File: config.mk
export PLATFORM = sky130hd
export DESIGN_NAME = pkt_framer_tx
export DESIGN_NICKNAME = d
export VERILOG_FILES = /design/src/rtl/pkt_framer_tx.sv
export SDC_FILE = /design/constraint.sdc
export NUM_CORES = 1
export LEC_CHECK = 0
export ABC_AREA = 1
export CORE_ASPECT_RATIO = 0.6
export CORE_UTILIZATION = 49
export DETAILED_ROUTE_END_ITERATION = 16
export GPL_TIMING_DRIVEN = 0
export HOLD_SLACK_MARGIN = 0.05
export MAX_ROUTING_LAYER = met4
export PLACE_DENSITY = 0.82
export SLEW_MARGIN = 20
export SYNTH_ARGS = -nofsm -noshare
export SYNTH_HDL_FRONTEND = slang
export SYNTH_SLANG_ARGS = --single-unit
export TNS_END_PERCENT = 10
File: constraint.sdc
create_clock -name clk -period 2 [get_ports clk]
set_input_delay 0.4 -clock clk [delete_from_list [all_inputs] [get_ports clk]]
set_output_delay 0.4 -clock clk [all_outputs]
set_load 0.05 [all_outputs]
File: src/rtl/pkt_framer_tx.sv
// -----------------------------------------------------------------------------
// pkt_framer_tx
//   Transmit-side packet framer. Accepts packet requests (length in beats)
//   over a valid/ready handshake. Each accepted request becomes a val/sop/eop
//   beat stream whose payload is the beat index. Framing is always one sop,
//   then one eop, with no sop in between. After every accepted eop the framer
//   inserts MIN_GAP idle cycles. New packets start only while the port is
//   enabled.
//
// Parameters
//   LEN_W    width of req_len (legal length 1..2^LEN_W-1; 0 is treated as 1)
//   DATA_W   width of tx_data
//   MIN_GAP  idle cycles forced after each accepted eop beat (0..15)
//
// Ports
//   clk              clock
//   reset_L          synchronous, active-low reset
//   cfg_port_enable  1 = new requests may be accepted (sampled in IDLE only)
//   req_val/req_rdy  request handshake; req_len is sampled at acceptance
//   tx_rdy           downstream accepts the current beat
//   val/sop/eop      beat framing (registered)
//   tx_data          beat payload = beat index
//   busy             state != IDLE (0 in RESET)
//   pkt_cnt          completed packets, wraps 0xFFFF -> 0
//
// Optional feature (macro FRAMER_ERR_INJECT_EN)
//   Adds inj_drop_eop / inj_dup_sop, sampled at request acceptance:
//   drop_eop sends the last beat with eop=0 (packet is still counted);
//   dup_sop also raises sop on beat 1 when the packet has two or more beats.
// -----------------------------------------------------------------------------
module pkt_framer_tx #(
  parameter int LEN_W   = 8,
  parameter int DATA_W  = 8,
  parameter int MIN_GAP = 1
) (
  input  logic              clk,
  input  logic              reset_L,
  input  logic              cfg_port_enable,
  input  logic              req_val,
  input  logic [LEN_W-1:0]  req_len,
  output logic              req_rdy,
`ifdef FRAMER_ERR_INJECT_EN
  input  logic              inj_drop_eop,
  input  logic              inj_dup_sop,
`endif
  input  logic              tx_rdy,
  output logic              val,
  output logic              sop,
  output logic              eop,
  output logic [DATA_W-1:0] tx_data,
  output logic              busy,
  output logic [15:0]       pkt_cnt
);

  typedef enum logic [1:0] {
    ST_RESET = 2'd0,
    ST_IDLE  = 2'd1,
    ST_SEND  = 2'd2,
    ST_GAP   = 2'd3
  } state_t;

  localparam logic [LEN_W-1:0] LEN_ONE  = LEN_W'(1);
  localparam logic [3:0]       GAP_LOAD = (MIN_GAP > 0) ? 4'(MIN_GAP - 1) : 4'd0;

  state_t           state;
  logic [LEN_W-1:0] len_q;
  logic [LEN_W-1:0] beat_cnt;
  logic [3:0]       gap_cnt;
  logic             drop_q;
  logic             dup_q;
  logic             inj_drop_sel;
  logic             inj_dup_sel;
  logic             accept;
  logic             last_beat;
  logic [LEN_W-1:0] next_cnt;
  logic [LEN_W-1:0] acc_len;

  // A zero-length request still produces a single beat.
  function automatic logic [LEN_W-1:0] clamp_len(input logic [LEN_W-1:0] l);
    return (l == '0) ? LEN_ONE : l;
  endfunction

  // Payload is the beat index, truncated or zero-extended to DATA_W.
  function automatic logic [DATA_W-1:0] beat_data(input logic [LEN_W-1:0] b);
    return DATA_W'(b);
  endfunction

`ifdef FRAMER_ERR_INJECT_EN
  assign inj_drop_sel = inj_drop_eop;
  assign inj_dup_sel  = inj_dup_sop;
`else
  assign inj_drop_sel = 1'b0;
  assign inj_dup_sel  = 1'b0;
`endif

  // Enable is looked at only in IDLE, so dropping it mid-packet never
  // truncates the packet in flight.
  assign req_rdy   = (state == ST_IDLE) & cfg_port_enable;
  assign accept    = req_val & req_rdy;
  assign acc_len   = clamp_len(req_len);
  assign next_cnt  = beat_cnt + LEN_ONE;
  // Tracks the true final beat independently of the eop output, so an
  // injected eop drop still ends the packet.
  assign last_beat = (beat_cnt == len_q - LEN_ONE);

  always_ff @(posedge clk) begin
    if (!reset_L) begin
      state    <= ST_RESET;
      val      <= 1'b0;
      sop      <= 1'b0;
      eop      <= 1'b0;
      tx_data  <= '0;
      busy     <= 1'b0;
      pkt_cnt  <= 16'd0;
      len_q    <= LEN_ONE;
      beat_cnt <= '0;
      gap_cnt  <= 4'd0;
      drop_q   <= 1'b0;
      dup_q    <= 1'b0;
    end else begin
      case (state)
        ST_RESET: begin
          state <= ST_IDLE;
        end

        ST_IDLE: begin
          if (accept) begin
            len_q    <= acc_len;
            beat_cnt <= '0;
            drop_q   <= inj_drop_sel;
            dup_q    <= inj_dup_sel;
            val      <= 1'b1;
            sop      <= 1'b1;
            eop      <= (acc_len == LEN_ONE) & ~inj_drop_sel;
            tx_data  <= '0;
            busy     <= 1'b1;
            state    <= ST_SEND;
          end
        end

        // Outputs only advance on an accepted beat; while tx_rdy is low
        // every registered output simply holds.
        ST_SEND: begin
          if (tx_rdy) begin
            if (last_beat) begin
              pkt_cnt <= pkt_cnt + 16'd1;
              val     <= 1'b0;
              sop     <= 1'b0;
              eop     <= 1'b0;
              if (MIN_GAP == 0) begin
                state <= ST_IDLE;
                busy  <= 1'b0;
              end else begin
                state   <= ST_GAP;
                gap_cnt <= GAP_LOAD;
              end
            end else begin
              beat_cnt <= next_cnt;
              sop      <= dup_q & (beat_cnt == '0);
              eop      <= (next_cnt == len_q - LEN_ONE) & ~drop_q;
              tx_data  <= beat_data(next_cnt);
            end
          end
        end

        ST_GAP: begin
          if (gap_cnt == 4'd0) begin
            state <= ST_IDLE;
            busy  <= 1'b0;
          end else begin
            gap_cnt <= gap_cnt - 4'd1;
          end
        end

        default: begin
          state <= ST_RESET;
        end
      endcase
    end
  end

endmodule

==> results.yml <==
status:
  status: "finished with violations"
  violations: "negative setup slack"
floorplan:
  die_y_um: 59.77
  rows: 20
  die_w_um: 98.28
  die_area_sq_um: 5873
  ioPinCount: 42
  start_util_pct: 52.36
  coreArea_sq_um: 5205
timing:
  hold_violations: 0
  finalCriticalPeriod_ps: 2029
  setup_ws_ps: -29.04
  fin_setup_tns_ps: -112.1
  min_period_over_period_pct: 101.5
  relSlewSlack_pct: 58.77
  max_freq_mhz: 492.8
  tightestPinTransition_ps: 618.5
  rsz0062_at_grt: "yes"
  holdWs_ps: 457.1
  fin_worst_skew_ps: 6.447
  setup_violations: 7
  drv_slew: 0
worst_setup_path:
  slowest_delay_ps: 370
  setup.worst_path.start: "len_q[0]"
  worst-path-buf-inv: 2
  reg2reg_from: "len_q[0]"
  regToRegSetupSlack_ps: -30
  cp-start-kind: "flip-flop"
  critPathCapture: "pkt_cnt[2]"
  cp.required_ps: 2200
  worstPathCellList: "inv_4 -> ha_4 -> nand2_4 -> nor2_4 -> nand3_2 -> nand3_2 -> nand2_2 -> nor2_4 -> nand2_4 -> nor2_8 -> nand3_4 -> clkbuf_16 -> nand2_1 -> a21oi_1"
  reg2reg_depth: 14
  arrival_ps: 2230
  worst_path_max_delay_cell: "dfxtp_4"
  crit_type: "reg2reg"
  critical_path.top_delay_family: "simple AND/OR/NAND/NOR gates"
  endpoint_kind: "flip-flop"
  r2r_end: "pkt_cnt[2]"
  crit_path_max_fanout: 7
  crit_cells: 14
route:
  vias_per_cell: 5.586
  totalWireLength_um: 7994
  wire_per_inst_um: 15.11
  drc_errors: 0
  via_count: 2955
  ant_nets: 0
  first_iter_violations: 248
  drt_first_pass_iters: 7
grt:
  grt_max_degree: 15
  grt-ovfl-total: 0
  track_usage_pct: 27.99
  antenna_found_initial: 0
  grt_pass1_vias: 2541
  grt_pass1_wl_um: 12160
layout:
  fin_cells: 529
  final_cell_mix: "nand2_1 (86), inv_1 (39), nor2_1 (37)"
  synthToLayoutAreaGrowth_pct: 31.40
  antenna_cells: 0
  final_util_pct: 68.80
  layout_commonest_cell: "nand2_1"
  final_layout_size_suffix_gt1_share_pct: 17.49
  finalNetCount: 482
clock_network:
  cts-buffers-inserted: 5
  clock-sinks: 42
  max-clock-path-buffers: 2
  cts_tree: "yes"
  cts_hold_buf: 0
  root_buffer: "clkbuf_8"
  clkTransAtPathRegs_ps: 90
  h-tree-depth: 2
  clock_latency_ps: 310
logic_synthesis:
  syn_area_sq_um: 2725
  syn_nets: 425
  syn_avg_cell_area_sq_um: 6.729
  yosysWarnings: 0
  synth_cells: 405
  ys_ff_latch: 42
  seq_area_frac_synth_pct: 30.85
  yosysUniqueCellTypes: 31
pwr:
  combPwrFrac_pct: 50.5
  ir_worst_vdd_v: 0.0007821
  sw_frac_of_total_pct: 43.45
  switchingPower_uw: 1503
  p_per_area_nw_per_um2: 965.9
  clockPowerShare_pct: 20.7
  power.internal_uw: 1956
  leakage_uw: 0.001719
  p_seq_share_pct: 28.7
placement:
  placed_cells: 511
  place_congestion: 0.9508
  io_buffers: 40
  dpl.hpwl_um: 5731
hold_path:
  hp-class: "reg2reg"
run:
  cap_viol_max_count: 0
==> stage by stage <==
| stage | power, uW | area, sq um | setup WS (ps) |
|---|---|---|---|
| 2_1_floorplan | 2096 | 2729 | 54.46 |
| 3_3_place_gp | 2401 | 3212 | -414.3 |
| 3_5_place_dp | 2442 | 3212 | -454.4 |
| 4_1_cts | 3199 | 3353 | 2.908 |
| 5_1_grt | 3658 | 3581 | -119.2 |
| 6_report | 3459 | 3581 | -29.04 |
==> worst min-delay path, cell delays in order (launching register included) <==
cell	delay, ps
dfxtp_1	330
inv_1	50
a21oi_1	50
==> sequential cells by signal (all words and copies together) (netlist names) <==
signal	cells
sop	1
beat_cnt	8
busy	1
pkt_cnt	16
state	2
gap_cnt	4
eop	1
val	1
len_q	8
==> layout make-up <==
class / instances / area, sq um
well taps: 66 / 82.58
multi-input cells: 306 / 1755
inverters: 46 / 178.9
flip-flops and latches: 42 / 850.8
repair buffers: 50 / 533.0
clock inverters: 3 / 43.79
fillers: 444 / 1624
clock buffers: 5 / 68.82
plain buffers: 11 / 67.56
==> worst min path at each step <==
stage	start	endpoint	slack, ps	depth (start not counted)
floorplan	gap_cnt[0]	gap_cnt[0]	450	2
global placement	val	val	450	2
detailed placement	val	val	450	2
CTS	val	val	470	2
global route	val	val	480	2
finish	val	val	460	2
==> logic make-up after synthesis <==
group	share of synthesized area (%)
and+or+nand+nor	38.34
DFF	30.85
AOI/OAI and AO/OA	10.28
xor gates and xnor gates	8.632
adders and majority gates	3.214
buffers and inverters	8.677
==> timing repair <==
item | 4_1_cts | 5_1_grt
endpoints found under the setup margin | 39 | 49
resized for setup | 17 | 44
setup buffers | 1 | 8
pin swaps | 3 | 12
gates cloned | 0 | 1
==> power groups by stage <==
stage	Sequential, uW	Clock, uW	Combinational (uW)
6_report	994	716	1750
5_1_grt	1000	762	1890
4_1_cts	988	711	1500
3_5_place_dp	1010	0	1440
3_3_place_gp	1000	0	1400
2_1_floorplan	1090	0	1000
==> Yosys cell counts <==
library cell | number | area [sq um]
o21ai_1 | 3 | 15.01
nor2_1 | 38 | 142.6
nand2_1 | 95 | 356.6
nor4_1 | 3 | 18.77
nor2_2 | 5 | 31.28
nand2_4 | 2 | 22.52
inv_2 | 4 | 15.01
nand3_4 | 1 | 17.52
a31oi_1 | 1 | 6.260
and2_1 | 1 | 6.260
clkbuf_1 | 3 | 11.26
dfxtp_1 | 42 | 840.8
a21oi_1 | 40 | 200.2
or2_2 | 1 | 6.260
nor2_8 | 1 | 20.02
nand3_2 | 2 | 20.02
buf_6 | 2 | 22.52
xor2_1 | 19 | 166.4
nor3_1 | 8 | 40.04
buf_2 | 6 | 30.03
nand2_2 | 4 | 25.02
o22ai_1 | 1 | 6.260
o31ai_1 | 1 | 7.510
nand4_1 | 22 | 137.6
inv_1 | 42 | 157.7
nor2_4 | 4 | 45.04
o21ai_0 | 9 | 45.04
ha_1 | 7 | 87.58
nand3_1 | 31 | 155.2
xor2_2 | 1 | 16.27
xnor2_1 | 6 | 52.55
==> layer usage <==
layer | wire length, um | GRT usage (%)
met2 | 3369 | 40.64
met3 | 603 | 6.667
met5 | 0 | -
met1 | 3934 | 39.58
met4 | 87 | 5.544
(Power assumes the default switching activity.)
==> RTL change 1 (same flow settings) <==
Change the parameter `MIN_GAP` from 1 to 0.
--- a/src/rtl/pkt_framer_tx.sv
+++ b/src/rtl/pkt_framer_tx.sv
@@ -31,7 +31,7 @@
 module pkt_framer_tx #(
   parameter int LEN_W   = 8,
   parameter int DATA_W  = 8,
-  parameter int MIN_GAP = 1
+  parameter int MIN_GAP = 0
 ) (
   input  logic              clk,
   input  logic              reset_L,
Behaviour: not the same (a bounded check fails within 4 cycles, from zero or initial values and one cycle with reset_L low).
==> RTL change 1 against the unedited design <==
  * The flow still finishes with violations (setup timing)
  * Non-clock buffer count shrank 2
  * Cell count grew 1.3%
  * Setup slack lost 61 ps
  * Synthesized area shrank 2.6%
  * Routed wire length shrank 4.5%
  * Sequential cell count is the same
  * Design area shrank 3.4%
Power is not compared: it rests on default switching activity, and its combinational part moved more than twofold at a synthesized area within 25%.
==> RTL change 1: results (changes against the unedited design) <==
stage	metric	value	unit	change
status	status	finished with violations		
status	violations	setup timing		
detailed_routing	wl_met1	3.48	mm	-12%
layout	fin_cells	536		+1.3%
placement	dp_cells	517		+1.2%
detailed_routing	dr_wl_met2	3.17	mm	-5.8%
grt	grt_pass1_vias	2677		+5.4%
critical_path	worst-path-max-fanout	4		-3
timing	final.setup.tns	-805	ps	-693 ps
grt	grt_use_met1	37.0	%	-2.6 points
clock_tree	cts-htree-levels	2		unchanged
placement	placed_area	3150	um2	-1.9%
layout	antenna_cells	0		unchanged
layout	nets	487		+1.0%
timing	clock_skew	22.1	ps	+15.6 ps
logic_synthesis	ys_types	30		-3.2%
power_and_ir_drop	p_leak	1.60	nW	
logic_synthesis	ys_seq_area_share	31.7	%	+0.81 points
grt	use_met3	5.19	%	-1.5 points
layout	fillers	430		-3.2%
placement	dp_slack	-257	ps	+197 ps
timing	fin_ws	-90.2	ps	-61.2 ps
layout	drive_gt1_share	15.1	%	-2.4 points
grt	grt_max_degree	14		-1
logic_synthesis	ys_warn_count	0		unchanged
logic_synthesis	netlist_instances	410		+1.2%
logic_synthesis	synth_common_cells	nand2_1, nor2_1, dfxtp_1		
grt	grt_pass1_wl	12.1	mm	-0.45%
grt	use_met2	42.0	%	+1.3 points
detailed_routing	dr.pass1.iters	5		-2
critical_path	crit_path_top_delay_cell	dfxtp_2		
timing	setup_violations	18		+11
placement	port_buffers	41		+2.5%
detailed_routing	drtIter0Drc	291		+17%
detailed_routing	routed_wl	7.63	mm	-4.5%
detailed_routing	wl_met3	834	um	+38%
placement	gp_congestion	0.943		-0.86%
[RTL change 1: what timing repair did]
action / in CTS / in global routing
endpoints found under the hold margin: 0 / 0
setup buffers: 4 / 4
cloned: 1 / 2
pin swaps: 5 / 5
resized for setup: 19 / 25
setup endpoints to repair: 34 / 39
[RTL change 1: cells by family (layout without fill, tap and decap cells)]
logic type               after synthesis  after routing  share of synthesized area, %
AO/OA/AOI/OAI                         50             50                          9.57
XOR/XNOR                              19             19                          6.27
adder cells (fa/ha/maj)                5              5                          2.36
buffers and inverters                 53            112                          7.92
flip-flops                            42             42                          31.7
AND/OR/NAND/NOR                      241            242                          42.2
[RTL change 1: final cells by class]
| class | instances | area share, % |
|---|---|---|
| multi-input cells | 316 | 48.4 |
| flip-flops and latches | 42 | 24.5 |
| repair buffers | 50 | 14.8 |
| inverters | 44 | 4.99 |
| well taps | 66 | 2.39 |
| clock buffers | 6 | 2.10 |
| plain buffers | 9 | 1.48 |
| clock inverters | 2 | 1.09 |
| repair inverters | 1 | 0.217 |
[RTL change 1: critical path, delay by kind of cell (launching register included)]
family / cells / cell delay [ps]
AOI/OAI and AO/OA: 1 / 150
xor gates and xnor gates: 1 / 180
adders and majority gates: 1 / 280
buffers and inverters: 2 / 150
DFF: 1 / 360
and+or+nand+nor: 6 / 920
[RTL change 1: path summary, 6_finish.rpt]
check	startpoint	cells after the start	slack, ps	end
hold reg to reg	val	2	470	val
hold / removal	val	2	470	val
setup reg to reg	len_q[1]	11	-90	pkt_cnt[11]
setup / recovery	len_q[1]	11	-90	pkt_cnt[11]
[RTL change 1: where the power goes]
group | total (mW) | internal, mW | leakage (nW) | switching [mW]
registers | 0.932 | 0.877 | 0.342 | 0.0543
clock network | 0.693 | 0.373 | 0.0514 | 0.320
logic | 0.773 | 0.281 | 1.20 | 0.493
==> RTL change 2 (same settings) <==
Made on the original files. Reset style: asynchronous (`reset_L`), changed in one clocked block. Comments in the files are not updated.
--- a/src/rtl/pkt_framer_tx.sv
+++ b/src/rtl/pkt_framer_tx.sv
@@ -103,7 +103,7 @@
   // injected eop drop still ends the packet.
   assign last_beat = (beat_cnt == len_q - LEN_ONE);
 
-  always_ff @(posedge clk) begin
+  always_ff @(posedge clk or negedge reset_L) begin
     if (!reset_L) begin
       state    <= ST_RESET;
       val      <= 1'b0;
Check against the original RTL: differs if reset_L is asserted again (counterexample within 4 cycles, from zero or initial values and one cycle with reset_L low); with reset_L held inactive, the same outputs for 10 cycles.
==> RTL change 2 against the unedited design <==
  * Non-clock buffer count grew 4
  * Count of clock-buffer cells in the layout grew 1
  * First-iteration DRC count shrank 26%
  * Synthesized area grew 6.9%
  * Design area grew 5.2%
  * Via count shrank 1.6%
  * Setup slack gained 68 ps
  * Total power grew 37%
  * Core utilization shrank 2.1 points
  * Routed wire length shrank 6.5%
  * Sequential cell count is the same
  * Critical path type unchanged
==> RTL change 2: results (changes against the unedited design) <==
stage	metric	value	unit	change
status	status	complete, no violations		
clock_tree	post_cts_buffers	7		+6
logic_synthesis	synth_fp_nets	435		+2.4%
timing	whs	505	ps	+47.8 ps
grt	use_met3	3.91	%	-2.8 points
layout	buffers	65		+6.6%
grt	grt_pass1_wl	11.6	mm	-4.3%
detailed_routing	routed_wl	7.47	mm	-6.5%
critical_path	r2r_setup_slack	40	ps	+70 ps
logic_synthesis	ys_seq_area_share	36.1	%	+5.3 points
detailed_routing	dr_wl_met2	3.08	mm	-8.5%
power_and_ir_drop	ir_drop	0.775	mV	-0.96%
timing	clock_skew	5.46	ps	-0.989 ps
placement	dp_slack	-308	ps	+147 ps
detailed_routing	vias	2909		-1.6%
logic_synthesis	synth-compound-area-share	4.42	%	-5.9 points
hold_path	hold_start	gap_cnt[0]		
logic_synthesis	synth_top_cells_by_area	dfrtp_1, nand2_1, nand4_1		
clock_tree	ctsResizeCount	28		+11
grt	use_met2	33.8	%	-6.9 points
logic_synthesis	ys_types	32		+3.2%
critical_path	r2r-start	len_q[0]		
power_and_ir_drop	p_leak	2.11	nW	+23%
hold_path	whs_endpoint	gap_cnt[0]		
grt	grt_max_degree	25		+10
grt	grt_usage	25.5	%	-2.5 points
placement	gp_congestion	0.926		-2.6%
detailed_routing	wl_met3	445	um	-26%
detailed_routing	dr.pass1.iters	4		-3
logic_synthesis	synth-xor-area-share	5.71	%	-2.9 points
critical_path	rr_worst_depth	15		+1
layout	nets	498		+3.3%
timing	slew_headroom	60.9	%	+2.1 points
layout	multi_input_cells	312		+2.0%
critical_path	r2r-end	pkt_cnt[7]		
layout	seq_share	28.0	%	+4.2 points
logic_synthesis	synth_common_cells	nand2_1, inv_1, dfrtp_1		
layout	fillers	493		+11%
-- RTL change 2: cell count changes in the layout (fill, tap and decap cells not counted), moves of 8 or more --
cell	delta
nor2_1	-15
xor2_1	-8
buf_4	+8
dfxtp_1	-36
nand2_1	+48
nand2_2	+8
a21oi_1	-31
dfrtp_1	+40
nand4_1	+9
-- RTL change 2: worst max-delay path by stage --
stage / startpoint / to / slack, ps
finish: len_q[0] / pkt_cnt[7] / 40
global route: len_q[0] / pkt_cnt[1] / -80
CTS: pkt_cnt[8] / pkt_cnt[8] / 1
detailed placement: cfg_port_enable / beat_cnt[0] / -310
global placement: reset_L / len_q[2] / -610
floorplan: len_q[0] / pkt_cnt[4] / -6
-- RTL change 2: worst max-delay path, cell delays in order, from the launching register on --
cell and delay (ps):
dfstp_2 560, inv_4 40, ha_4 170, inv_2 60
nand2_1 40, nand3_1 80, nand2_2 60, inv_1 70
nand3_2 80, nor2_4 120, nand3_4 100, clkinv_4 80
nand3_4 120, buf_6 180, nand2_1 60, nand2_1 50
-- RTL change 2: through the flow --
step	setup TNS [ps]	instances	instance area, um2	total power, mW
5_1_grt	-1130	559	3770	5.12
3_3_place_gp	-29390	535	3420	3.53
6_report	0	559	3770	4.74
4_1_cts	0	553	3650	4.51
2_1_floorplan	-50.2	415	2920	3.04
3_5_place_dp	-5640	536	3440	3.62
-- RTL change 2: cell families after synthesis --
logic type | Yosys count
and+or+nand+nor | 262
DFF | 42
buffers and inverters | 61
AOI/OAI and AO/OA | 24
adders and majority gates | 7
xor gates and xnor gates | 19
-- RTL change 2: where the power goes --
group	switching [mW]	total, mW	internal (mW)
Sequential	0.224	1.28	1.05
Clock	0.319	0.692	0.373
Combinational	1.75	2.77	1.03
